==> config.mk <==
export PLATFORM = sky130hd
export DESIGN_NAME = mem_arbiter
export DESIGN_NICKNAME = d
export VERILOG_FILES = /design/src/rtl/mem_arbiter.sv
export SDC_FILE = /design/constraint.sdc
export NUM_CORES = 1
export LEC_CHECK = 0
export ABC_CLOCK_PERIOD_IN_PS = 2650
export BUFFER_PORTS_ARGS = -buffer_cell sky130_fd_sc_hd__buf_2
export CORE_MARGIN = 2
export CORE_UTILIZATION = 47
export DETAILED_ROUTE_END_ITERATION = 6
export GPL_ROUTABILITY_DRIVEN = 0
export GPL_TIMING_DRIVEN = 0
export PLACE_DENSITY = 0.8
export SYNTH_ARGS = -nofsm -noshare
export SYNTH_HDL_FRONTEND = slang
export SYNTH_SLANG_ARGS = --single-unit
==> constraint.sdc <==
create_clock -name clk -period 2.65 [get_ports clk]
set_input_delay 0.3975 -clock clk [delete_from_list [all_inputs] [get_ports clk]]
set_output_delay 0.3975 -clock clk [all_outputs]
set_load 0.02 [all_outputs]
==> src/rtl/mem_arbiter.sv <==
// mem_arbiter: shares one fixed-latency, pipelined main memory between the
// I-cache fill path and the D-cache fill/store path. D has priority over I.
// Fills stream BLOCK_WORDS consecutive word reads. Returned words are tagged
// by a valid/index shift register that is MEM_LAT deep. D writes are posted
// single-word stores.
module mem_arbiter #(
  parameter int MEM_LAT     = 4,
  parameter int BLOCK_WORDS = 8,
  parameter int IDX_W       = 3
) (
  input  logic             clk,
  input  logic             rst_n,
  input  logic             i_req,
  input  logic [15:0]      i_addr,
  output logic             i_fill_valid,
  output logic [IDX_W-1:0] i_fill_idx,
  output logic             i_done,
  input  logic             d_req,
  input  logic             d_we,
  input  logic [15:0]      d_addr,
  input  logic [15:0]      d_wdata,
  output logic             d_fill_valid,
  output logic [IDX_W-1:0] d_fill_idx,
  output logic             d_done,
  output logic [15:0]      fill_data,
  output logic             mem_en,
  output logic             mem_wr,
  output logic [15:0]      mem_addr,
  output logic [15:0]      mem_wdata,
  input  logic [15:0]      mem_rdata,
  output logic             busy
);

  typedef enum logic [1:0] {IDLE, FILL, WRITE} state_t;

  // Clears the word offset inside a block; the block base never wraps.
  localparam logic [15:0]      BASE_MASK = ~16'(2 * BLOCK_WORDS - 1);
  localparam logic [IDX_W-1:0] LAST_IDX  = IDX_W'(BLOCK_WORDS - 1);

  state_t           state;
  logic             owner_d;
  logic [IDX_W-1:0] issue_idx;

  logic             pipe_valid [MEM_LAT];
  logic [IDX_W-1:0] pipe_idx   [MEM_LAT];

  logic             ret_valid;
  logic [IDX_W-1:0] ret_idx;
  logic             ret_last;

  assign ret_valid = pipe_valid[MEM_LAT-1];
  assign ret_idx   = pipe_idx[MEM_LAT-1];
  assign ret_last  = ret_valid && (ret_idx == LAST_IDX);

  // Arbitration, address issue and state sequencing, all outputs registered
  always_ff @(posedge clk or negedge rst_n) begin
    if (!rst_n) begin
      state     <= IDLE;
      owner_d   <= 1'b0;
      issue_idx <= '0;
      mem_en    <= 1'b0;
      mem_wr    <= 1'b0;
      mem_addr  <= 16'h0000;
      mem_wdata <= 16'h0000;
    end else begin
      case (state)
        IDLE: begin
          if (d_req) begin
            if (d_we) begin
              state     <= WRITE;
              mem_en    <= 1'b1;
              mem_wr    <= 1'b1;
              mem_addr  <= d_addr & 16'hFFFE;
              mem_wdata <= d_wdata;
            end else begin
              state     <= FILL;
              owner_d   <= 1'b1;
              issue_idx <= '0;
              mem_en    <= 1'b1;
              mem_addr  <= d_addr & BASE_MASK;
            end
          end else if (i_req) begin
            state     <= FILL;
            owner_d   <= 1'b0;
            issue_idx <= '0;
            mem_en    <= 1'b1;
            mem_addr  <= i_addr & BASE_MASK;
          end
        end
        FILL: begin
          if (mem_en) begin
            if (issue_idx == LAST_IDX) begin
              mem_en   <= 1'b0;
              mem_addr <= 16'h0000;
            end else begin
              issue_idx <= issue_idx + IDX_W'(1);
              mem_addr  <= mem_addr + 16'd2;
            end
          end
          if (ret_last) begin
            state <= IDLE;
          end
        end
        WRITE: begin
          state     <= IDLE;
          mem_en    <= 1'b0;
          mem_wr    <= 1'b0;
          mem_addr  <= 16'h0000;
          mem_wdata <= 16'h0000;
        end
        default: begin
          state <= IDLE;
        end
      endcase
    end
  end

  // Tags each issued read so its word index pops out when its data returns
  always_ff @(posedge clk or negedge rst_n) begin
    if (!rst_n) begin
      for (int s = 0; s < MEM_LAT; s++) begin
        pipe_valid[s] <= 1'b0;
        pipe_idx[s]   <= '0;
      end
    end else begin
      pipe_valid[0] <= mem_en & ~mem_wr;
      pipe_idx[0]   <= issue_idx;
      for (int s = 1; s < MEM_LAT; s++) begin
        pipe_valid[s] <= pipe_valid[s-1];
        pipe_idx[s]   <= pipe_idx[s-1];
      end
    end
  end

  assign i_fill_valid = ret_valid & ~owner_d;
  assign d_fill_valid = ret_valid & owner_d;
  assign i_fill_idx   = i_fill_valid ? ret_idx : '0;
  assign d_fill_idx   = d_fill_valid ? ret_idx : '0;
  assign fill_data    = ret_valid ? mem_rdata : 16'h0000;
  assign i_done       = ret_last & ~owner_d;
  assign d_done       = (ret_last & owner_d) | (state == WRITE);
  assign busy         = (state != IDLE);

endmodule

==> impl_results.rst, run 1 <==
.. list-table::
   :header-rows: 1

   * - Metric
     - Value
   * - Vias in the first global route
     - 2371
   * - Core Box Area
     - 5570 µm²
   * - Number of warnings printed during yosys synthesis
     - 0
   * - Max Clock Skew
     - 0.0110 ns
   * - Startpoint types
     - flip-flop
   * - Horizontal die dimension
     - 80.6 µm
   * - Number of antenna violations at the first check in global routing
     - 0
   * - Number of vias after detailed routing
     - 2517
   * - Achievable Freq
     - 0.474 GHz
   * - Most instantiated flip-flop cell in the synthesis netlist
     - dfrtp_1
   * - Status
     - finished clean
   * - Net count after synthesis
     - 344
   * - Crit path time final
     - 2.11 ns
   * - Net switching power
     - 1.94 mW
   * - Area of the mapped netlist
     - 2760 µm²
   * - Count of final max-slew check failures
     - 0
   * - Slowest cell on the critical path
     - nor2_1
   * - Maximum number of pins on one net before global-route repair
     - 56
   * - Resized cells post-CTS
     - 0
   * - Count of pins on the block boundary
     - 130
   * - Number of buffers and inverters on the critical path
     - 3
   * - Synthesized flop and latch total
     - 55
   * - Detail-routed via count per cell
     - 5.36
   * - Number of endpoints with negative hold slack in the final report
     - 0
   * - Leakage
     - 1.88 nW
   * - Number of fill cells in the layout
     - 456
   * - CP delay by family, top
     - buffers and inverters
   * - RSZ-0062 raised after global routing
     - no
   * - WL final
     - 7.07 mm
   * - Total negative setup slack
     - 0 ns
   * - TritonCTS buffer count
     - 5
   * - Cell variety after synth
     - 45
   * - Hold-fix buffers at CTS
     - 0
   * - Wire length of the first global-routing pass
     - 11.3 mm
   * - Cells after Synth
     - 268
   * - DRC viols
     - 0
   * - TritonCTS clock tree
     - built
   * - Setup Slack @ Placement
     - 0.565 ns
   * - Hold Path Class
     - in -> reg
   * - 1st-iter DRT viols
     - 155
   * - Switching share of power
     - 46.5%
   * - CP required
     - 2.91 ns
   * - Count of buffers from port buffering
     - 122
   * - Power density normalized to cell area
     - 1180 nW/µm²
   * - Headroom to the max-slew limit
     - 21.4%
   * - Share of power burned in combinational logic
     - 52.4%
   * - Sequential group share of total power
     - 35.5%
   * - Delay contributed by the slowest stage of the critical path
     - 0.46 ns
   * - Setup slack of the critical path after layout
     - 0.542 ns
   * - Most common library cell in the layout ignoring fill and taps
     - buf_2
   * - Level count of the clock H-tree
     - 2
   * - Total Routing Usage GR
     - 22.3%
   * - Clock root buffer
     - clkbuf_8
   * - Cell Rows
     - 27
   * - Avg Inst Size Synth
     - 10.3 µm²
   * - Signed area change from the synthesized netlist to the final layout
     - 29.1%
   * - Path type of the worst setup path
     - reg -> reg
   * - Clock slew at reported path FFs
     - 0.11 ns
   * - Seq/Total Area, Yosys
     - 50.0%
   * - Worst-Margin Slew
     - 1.18 ns
   * - Clk Latency, worst-skew pair
     - 0.32 ns
   * - CP cell instances
     - inv_1, ha_1, buf_6, nand3_1, nor2_1, clkbuf_1, a22o_1
   * - Post-layout net count
     - 473
   * - Fraction of layout instances using a drive strength above 1
     - 35.4%
   * - Number of max-capacitance violations reported
     - 0
   * - # Post-CTS Setup Buffers
     - 0
   * - FFs w/ async S/R, synth
     - 100%
   * - Count of clock tree sinks
     - 55
   * - Fin crit share
     - 79.5%
   * - Capturing element type of the critical path
     - flip-flop
   * - Antenna diode count
     - 0
   * - DR pass1 iterations
     - 4
   * - Proportion of power drawn by the clock network
     - 12.1%
   * - Maximum root-to-sink buffer count
     - 2
   * - Die outline height
     - 80.6 µm
   * - Placed wire-length estimate after detailed placement
     - 5.37 mm
   * - Count of flip-flops with a built-in enable after synthesis
     - 0
   * - Critical Path AT
     - 2.37 ns
   * - Die area
     - 6490 µm²
   * - Peak supply drop
     - 518 µV
   * - Total of endpoints with negative setup slack in the final report
     - 0
   * - Per-cell routed wire length
     - 15.0 µm
   * - GR Overflow Total
     - 0
   * - Cell internal power dissipation
     - 2.24 mW
   * - Post-detailed-route count of antenna-violating nets
     - 0
   * - Effective utilization at floorplan
     - 49.4%
   * - Commonest cells after routing, fill and taps aside
     - buf_2, dfrtp_1, nor2_1, and2_1, a22o_1
   * - Worst-path maximum fanout
     - 10
==> routing by layer <==
| layer | up-vias | GRT usage (%) | routed length, µm |
|---|---|---|---|
| met5 | - | 0 | 0 |
| li1 | 1223 | - | - |
| met3 | 8 | 3.03 | 509 |
| met2 | 100 | 36.4 | 3430 |
| met4 | 0 | 7.29 | 102 |
| met1 | 1186 | 30.8 | 3020 |
==> worst reg2reg max path, stage by stage, from the launching register on <==
cell and delay, ns:
dfrtp_1 0.42, inv_1 0.12, ha_1 0.18, buf_6 0.13
nand3_1 0.12, nor2_1 0.46, clkbuf_1 0.42, a22o_1 0.21
==> flip-flops by register name (all words and copies together), names as in the netlist <==
| register | flops |
|---|---|
| mem_en | 1 |
| state | 2 |
| ret_valid | 1 |
| issue_idx | 3 |
| ret_idx | 3 |
| pipe_valid | 3 |
| owner_d | 1 |
| pipe_idx | 9 |
| mem_wr | 1 |
| mem_wdata | 16 |
| mem_addr | 15 |
==> area by class of cell <==
class / instances / area [µm²] / share of cell area [%]
buffer: 15 / 83.8 / 2.36
clock buffer: 5 / 68.8 / 1.94
clock inverter: 3 / 31.3 / 0.880
inverter: 10 / 37.5 / 1.06
multi-input combinational: 188 / 1260 / 35.4
sequential: 55 / 1380 / 38.7
tap: 72 / 90.1 / 2.53
timing repair buffer: 122 / 611 / 17.2
==> cell families (layout without fill, tap and decap cells) <==
group	after synthesis	count (layout)	share of synthesized area [%]
compound gates	70	70	17.9
fa+ha+maj	7	7	3.18
buf+inv	25	155	4.41
flops	55	55	50.0
mux	16	16	5.86
other cells	1	1	0.136
simple gates	94	94	18.6
==> through the flow <==
| step | instance area (µm²) | total power, mW | util [%] | std cells | hold slack (ns) |
|---|---|---|---|---|---|
| after global routing | 3560 | 4.53 | 63.8 | 470 | 0.285 |
| final | 3560 | 4.18 | 63.8 | 470 | 0.286 |
| after detailed placement | 3460 | 3.69 | 62.0 | 462 | 0.335 |
| after floorplan | 2760 | 2.96 | - | 268 | 0.102 |
| after global placement | 3460 | 3.61 | 62.0 | 462 | 0.331 |
| after CTS | 3560 | 4.20 | 63.8 | 470 | 0.285 |
==> path summary, 6_finish.rpt <==
| kind | slack [ns] | start | cells past startpoint | end |
|---|---|---|---|---|
| min | 0.29 | d_wdata[7] | 2 | mem_wdata[7]$_DFFE_PN0P_ |
| max in group asynchronous | 1.63 | rst_n | 1 | mem_addr[8]$_DFFE_PN0P_ |
| min in group asynchronous | 0.31 | rst_n | 1 | mem_wdata[0]$_DFFE_PN0P_ |
| max reg2reg | 0.54 | state[0]$_DFFE_PN0P_ | 7 | mem_wdata[8]$_DFFE_PN0P_ |
| max | 0.54 | state[0]$_DFFE_PN0P_ | 7 | mem_wdata[8]$_DFFE_PN0P_ |
| min reg2reg | 0.35 | pipe_idx[8]$_DFF_PN0_ | 0 | pipe_idx[5]$_DFF_PN0_ |
==> Yosys cell counts, drive strengths merged, types with 2 or more instances <==
master	n	area share, %
o2bb2ai	8	2.5
nand3	5	0.91
nor2	24	3.3
nor3b	2	0.95
inv	10	1.4
buf	8	2.1
mux2i	15	5.4
a21oi	13	2.4
dfrtp	55	50
nor4	2	0.45
a22o	18	5.7
ha	7	3.2
a31oi	3	0.68
and2	21	4.8
nand2	12	1.6
nor2b	2	0.45
o21ai	17	3.1
clkbuf	7	0.95
and3b	2	0.64
nor3	11	2.0
and3	3	0.68
nand4	4	0.91
==> power by group through the flow <==
stage                     logic (mW)  registers (mW)  clock network [mW]
after floorplan                 1.26            1.70                   0
after global placement          2.13            1.47                   0
after detailed placement        2.18            1.50                   0
after CTS                       2.20            1.48               0.521
after global routing            2.43            1.55               0.553
final                           2.19            1.49               0.507
Power figures use the tool's default switching activity.
==> run 2: changes to the inputs <==
--- a/config.mk
+++ b/config.mk
@@ -5,10 +5,11 @@
 export SDC_FILE = /design/constraint.sdc
 export NUM_CORES = 1
 export LEC_CHECK = 0
-export ABC_CLOCK_PERIOD_IN_PS = 2650
+export ABC_AREA = 1
+export ABC_CLOCK_PERIOD_IN_PS = 2100
 export BUFFER_PORTS_ARGS = -buffer_cell sky130_fd_sc_hd__buf_2
 export CORE_MARGIN = 2
-export CORE_UTILIZATION = 47
+export CORE_UTILIZATION = 48
 export DETAILED_ROUTE_END_ITERATION = 6
 export GPL_ROUTABILITY_DRIVEN = 0
 export GPL_TIMING_DRIVEN = 0
==> constraint.sdc (replaced) <==
create_clock -name clk -period 2.1 [get_ports clk]
set_input_delay 0.315 -clock clk [delete_from_list [all_inputs] [get_ports clk]]
set_output_delay 0.315 -clock clk [all_outputs]
set_load 0.02 [all_outputs]
==> impl_results.rst, run 2 <==
.. list-table::
   :header-rows: 1

   * - Metric
     - Value
   * - Most common cell on crit path
     - inv_1
   * - Die outline height
     - 82.4 µm (+2.3%)
   * - Number of fill cells in the layout
     - 533 (+17%)
   * - Avg Inst Size Synth
     - 7.74 µm² (-25%)
   * - Worst-Margin Slew
     - 1.21 ns (+0.0281 ns)
   * - Arithmetic-cell share of the synthesized area counting full adders, half adders and majority gates
     - 2.97% (-0.21 points)
   * - Total of endpoints with negative setup slack in the final report
     - 0 (unchanged)
   * - 1st-iter DRT viols
     - 204 (+32%)
   * - Placed wire-length estimate after detailed placement
     - 5.63 mm (+4.8%)
   * - Met1 track demand over resource in global routing
     - 29.3% (-1.5 points)
   * - Number of endpoints with negative hold slack in the final report
     - 0 (unchanged)
   * - FFs w/ async S/R, synth
     - 100% (unchanged)
   * - Setup slack of the critical path after layout
     - 0.145 ns (-0.397 ns)
   * - DRC viols
     - 0 (unchanged)
   * - Number of buffers and inverters on the critical path
     - 4 (+1)
   * - Synthesized flop and latch total
     - 55 (unchanged)
   * - Level count of the clock H-tree
     - 2 (unchanged)
   * - Cell area after layout
     - 3780 µm² (+6.3%)
   * - Net count after synthesis
     - 457 (+33%)
   * - Seq/Total Area, Yosys
     - 46.7% (-3.3 points)
   * - Total power of the final layout
     - 5.53 mW (+32%)
   * - Worst-path maximum fanout
     - 19 (+9)
   * - Fraction of synthesized cell area in xor and xnor cells
     - 0.297% (+0.30 points)
   * - Clock slew at reported path FFs
     - 0.10 ns (about the same)
   * - Synthesized-area fraction occupied by and/or/nand/nor cells
     - 25.8% (+7.2 points)
   * - Largest register by flop count
     - mem_wdata
   * - Count of placed standard cells including taps
     - 579 (+25%)
   * - Most common library cell in the layout ignoring fill and taps
     - buf_2
   * - CP required
     - 1.78 ns (-1.13 ns)
   * - Count of final max-slew check failures
     - 0 (unchanged)
   * - Biggest area consumer among synthesized cells
     - dfrtp_1
   * - CP delay by family, top
     - buffers and inverters
   * - Top-count cell post-synth
     - nor2_1
   * - Peak supply drop
     - 761 µV (+47%)
   * - Slowest cell on the critical path
     - dfrtp_1
   * - Sequential group share of total power
     - 34.0% (-1.5 points)
   * - Met3 layer usage reported by global route
     - 3.26% (+0.23 points)
   * - Total negative setup slack
     - 0 ns (unchanged)
   * - Main combinational cell family by area after synthesis
     - simple AND/OR/NAND/NOR gates
   * - Achievable Freq
     - 0.512 GHz
   * - Maximum number of pins on one net before global-route repair
     - 56 (unchanged)
   * - DR pass1 iterations
     - 5 (+1)
   * - Total Routing Usage GR
     - 22.3% (about the same)
   * - Footprint of the flip-flops and latches
     - 1380 µm² (unchanged)
   * - TritonCTS buffer count
     - 5 (unchanged)
   * - Area of the mapped netlist
     - 2950 µm² (+7.0%)
   * - Clk Latency, worst-skew pair
     - 0.30 ns (-0.02 ns)
   * - Post-layout net count
     - 586 (+24%)
   * - Most frequent cells after synthesis
     - nor2_1, nand2_1, dfrtp_1
   * - Horizontal die dimension
     - 82.4 µm (+2.3%)
   * - Leading cell types by total area after synthesis
     - dfrtp_1, nor2_1, nand2_1
   * - Most crowded layer after global routing
     - met2
   * - Antenna diode count
     - 0 (unchanged)
   * - Power density normalized to cell area
     - 1460 nW/µm² (+24%)
   * - Final core area utilization
     - 63.9% (+0.070 points)
   * - Cells after Synth
     - 381 (+42%)
   * - Number of vias after detailed routing
     - 2916 (+16%)
   * - Max Clock Skew
     - 0.00568 ns (-0.00532 ns)
   * - Cell variety after synth
     - 31 (-31%)
   * - Per-cell routed wire length
     - 12.5 µm (-17%)
   * - CP cell instances
     - inv_1, ha_1, inv_1, buf_6, o21ai_0, buf_2
   * - Fraction of layout instances using a drive strength above 1
     - 32.9% (-2.6 points)
   * - Footprint of the multi-input gates
     - 1270 µm² (+0.70%)
   * - Commonest cells after routing, fill and taps aside
     - buf_2, nor2_1, nand2_1, dfrtp_1, inv_1
   * - Leakage
     - 2.12 nW (+13%)
   * - Capturing element type of the critical path
     - output port
   * - Setup Slack @ Placement
     - 0.00849 ns (-0.556 ns)
   * - Detail-routed via count per cell
     - 4.98 (-7.1%)
   * - Number of flip-flops under the largest register name
     - 16 (unchanged)
   * - Share of power burned in combinational logic
     - 53.4% (+1.0 points)
   * - Signed area change from the synthesized netlist to the final layout
     - 28.2%
   * - Count of flip-flops with a built-in enable after synthesis
     - 0 (unchanged)
   * - Routing usage on met2
     - 38.3% (+1.9 points)
   * - Count of buffers from port buffering
     - 123 (+0.82%)
   * - Worst hold slack across all endpoints
     - 0.245 ns (-0.0407 ns)
   * - Number of max-capacitance violations reported
     - 0 (unchanged)
   * - Net switching power
     - 2.64 mW (+36%)
   * - Wire length of the first global-routing pass
     - 11.6 mm (+2.4%)
   * - Post-synthesis compound-gate area fraction
     - 13.6% (-4.3 points)
   * - Path type of the worst setup path
     - reg -> out
   * - Synth top area share
     - 46.7% (-3.3 points)
   * - Die area
     - 6790 µm² (+4.6%)
   * - Cell Rows
     - 28 (+3.7%)
   * - Placed cell area
     - 3660 µm² (+5.9%)
   * - Fin crit share
     - 93.1%
   * - Status
     - finished clean
   * - WL final
     - 7.32 mm (+3.6%)
   * - Headroom to the max-slew limit
     - 19.5% (-1.9 points)
   * - Delay contributed by the slowest stage of the critical path
     - 0.41 ns (-0.05 ns)
   * - Effective utilization at floorplan
     - 49.8% (+0.38 points)
   * - Maximum root-to-sink buffer count
     - 2 (unchanged)
   * - Crit path time final
     - 1.95 ns
   * - Number of warnings printed during yosys synthesis
     - 0 (unchanged)
   * - Vias in the first global route
     - 2606 (+9.9%)
   * - # Post-CTS Setup Buffers
     - 0 (unchanged)
   * - Non-Filler Instances
     - 586 (+25%)
   * - Switching share of power
     - 47.7% (+1.3 points)
   * - Cell internal power dissipation
     - 2.89 mW (+29%)
   * - Count of clock tree sinks
     - 55 (unchanged)
   * - Mux cell area share after synthesis
     - 0% (-5.9 points)
   * - Core Box Area
     - 5920 µm² (+6.2%)
   * - Startpoint types
     - flip-flop
   * - GR Overflow Total
     - 0 (unchanged)
   * - Post-detailed-route count of antenna-violating nets
     - 0 (unchanged)
   * - Number of antenna violations at the first check in global routing
     - 0 (unchanged)
   * - Registers with the most flip-flops
     - mem_wdata x16, mem_addr x15, pipe_idx x9
   * - TritonCTS clock tree
     - built
   * - Critical Path AT
     - 1.64 ns (-0.73 ns)
   * - Clock root buffer
     - clkbuf_8
   * - Count of pins on the block boundary
     - 130 (unchanged)
   * - Hold Path Class
     - in -> async
   * - Most instantiated flip-flop cell in the synthesis netlist
     - dfrtp_1
   * - Proportion of power drawn by the clock network
     - 12.6% (+0.5 points)
==> run 2: cell types whose count changed after synthesis, sizes merged, moves of 10 or more <==
| cell | delta |
|---|---|
| mux2i | -15 |
| inv | +51 |
| nand3 | +28 |
| nor3 | -10 |
| nand2 | +51 |
| nor2 | +46 |
| o21ai | +25 |
| and2 | -21 |
| a22o | -18 |
==> run 2: worst register-to-register path, stage by stage (launching register included) <==
cell      delay [ns]
dfrtp_1         0.41
inv_1           0.08
ha_1            0.40
inv_1           0.10
clkbuf_1        0.31
nand3_1         0.20
o22ai_1         0.21
nand2_1         0.08
nand2_1         0.06
==> run 2: cell families (layout without fill, tap and decap cells) <==
| logic type | count (synthesis) | in the layout |
|---|---|---|
| buffers and inverters | 75 | 205 |
| AND/OR/NAND/NOR | 176 | 176 |
| AO/OA/AOI/OAI | 66 | 66 |
| other | 1 | 1 |
| adder cells (fa/ha/maj) | 7 | 7 |
| XOR/XNOR | 1 | 1 |
| flip-flops | 55 | 55 |
==> run 2: layout make-up <==
| cell class | instances | share of cell area (%) |
|---|---|---|
| multi-input combinational | 251 | 33.5 |
| clock buffer | 6 | 1.92 |
| inverter | 62 | 6.25 |
| tap | 75 | 2.48 |
| clock inverter | 2 | 1.03 |
| timing repair buffer | 123 | 16.3 |
| buffer | 12 | 2.15 |
| sequential | 55 | 36.4 |
==> run 2: final timing paths <==
path | from | endpoint | slack, ns | cells after the start
max | state[0]$_DFFE_PN0P_ | d_done | 0.15 | 6
min | rst_n | mem_addr[11]$_DFFE_PN0P_ | 0.25 | 1
max reg2reg | state[0]$_DFFE_PN0P_ | mem_addr[3]$_DFFE_PN0P_ | 0.20 | 8
min reg2reg | pipe_valid[3]$_DFF_PN0_ | pipe_valid[2]$_DFF_PN0_ | 0.35 | 0
max in group asynchronous | rst_n | mem_addr[15]$_DFFE_PN0P_ | 1.11 | 1
min in group clk | d_wdata[4] | mem_wdata[4]$_DFFE_PN0P_ | 0.25 | 3
==> run 2: power by group through the flow <==
stage / combinational [mW] / sequential [mW] / clock [mW]
detailed placement: 2.93 / 1.89 / 0
floorplan: 1.71 / 2.18 / 0
global route: 3.33 / 1.94 / 0.768
finish: 2.95 / 1.88 / 0.695
CTS: 2.95 / 1.87 / 0.715
global placement: 2.86 / 1.87 / 0
==> run 2: repair_timing <==
action	4_1_cts	5_1_grt
resized for setup	1	3
endpoints found under the setup margin	1	9
hold buffers	0	0
==> run 2: routing by layer <==
metal	share of wire, %	wire length (µm)
met5	0	0
met1	41	3000
met2	51	3730
met3	7.1	517
met4	1.0	74
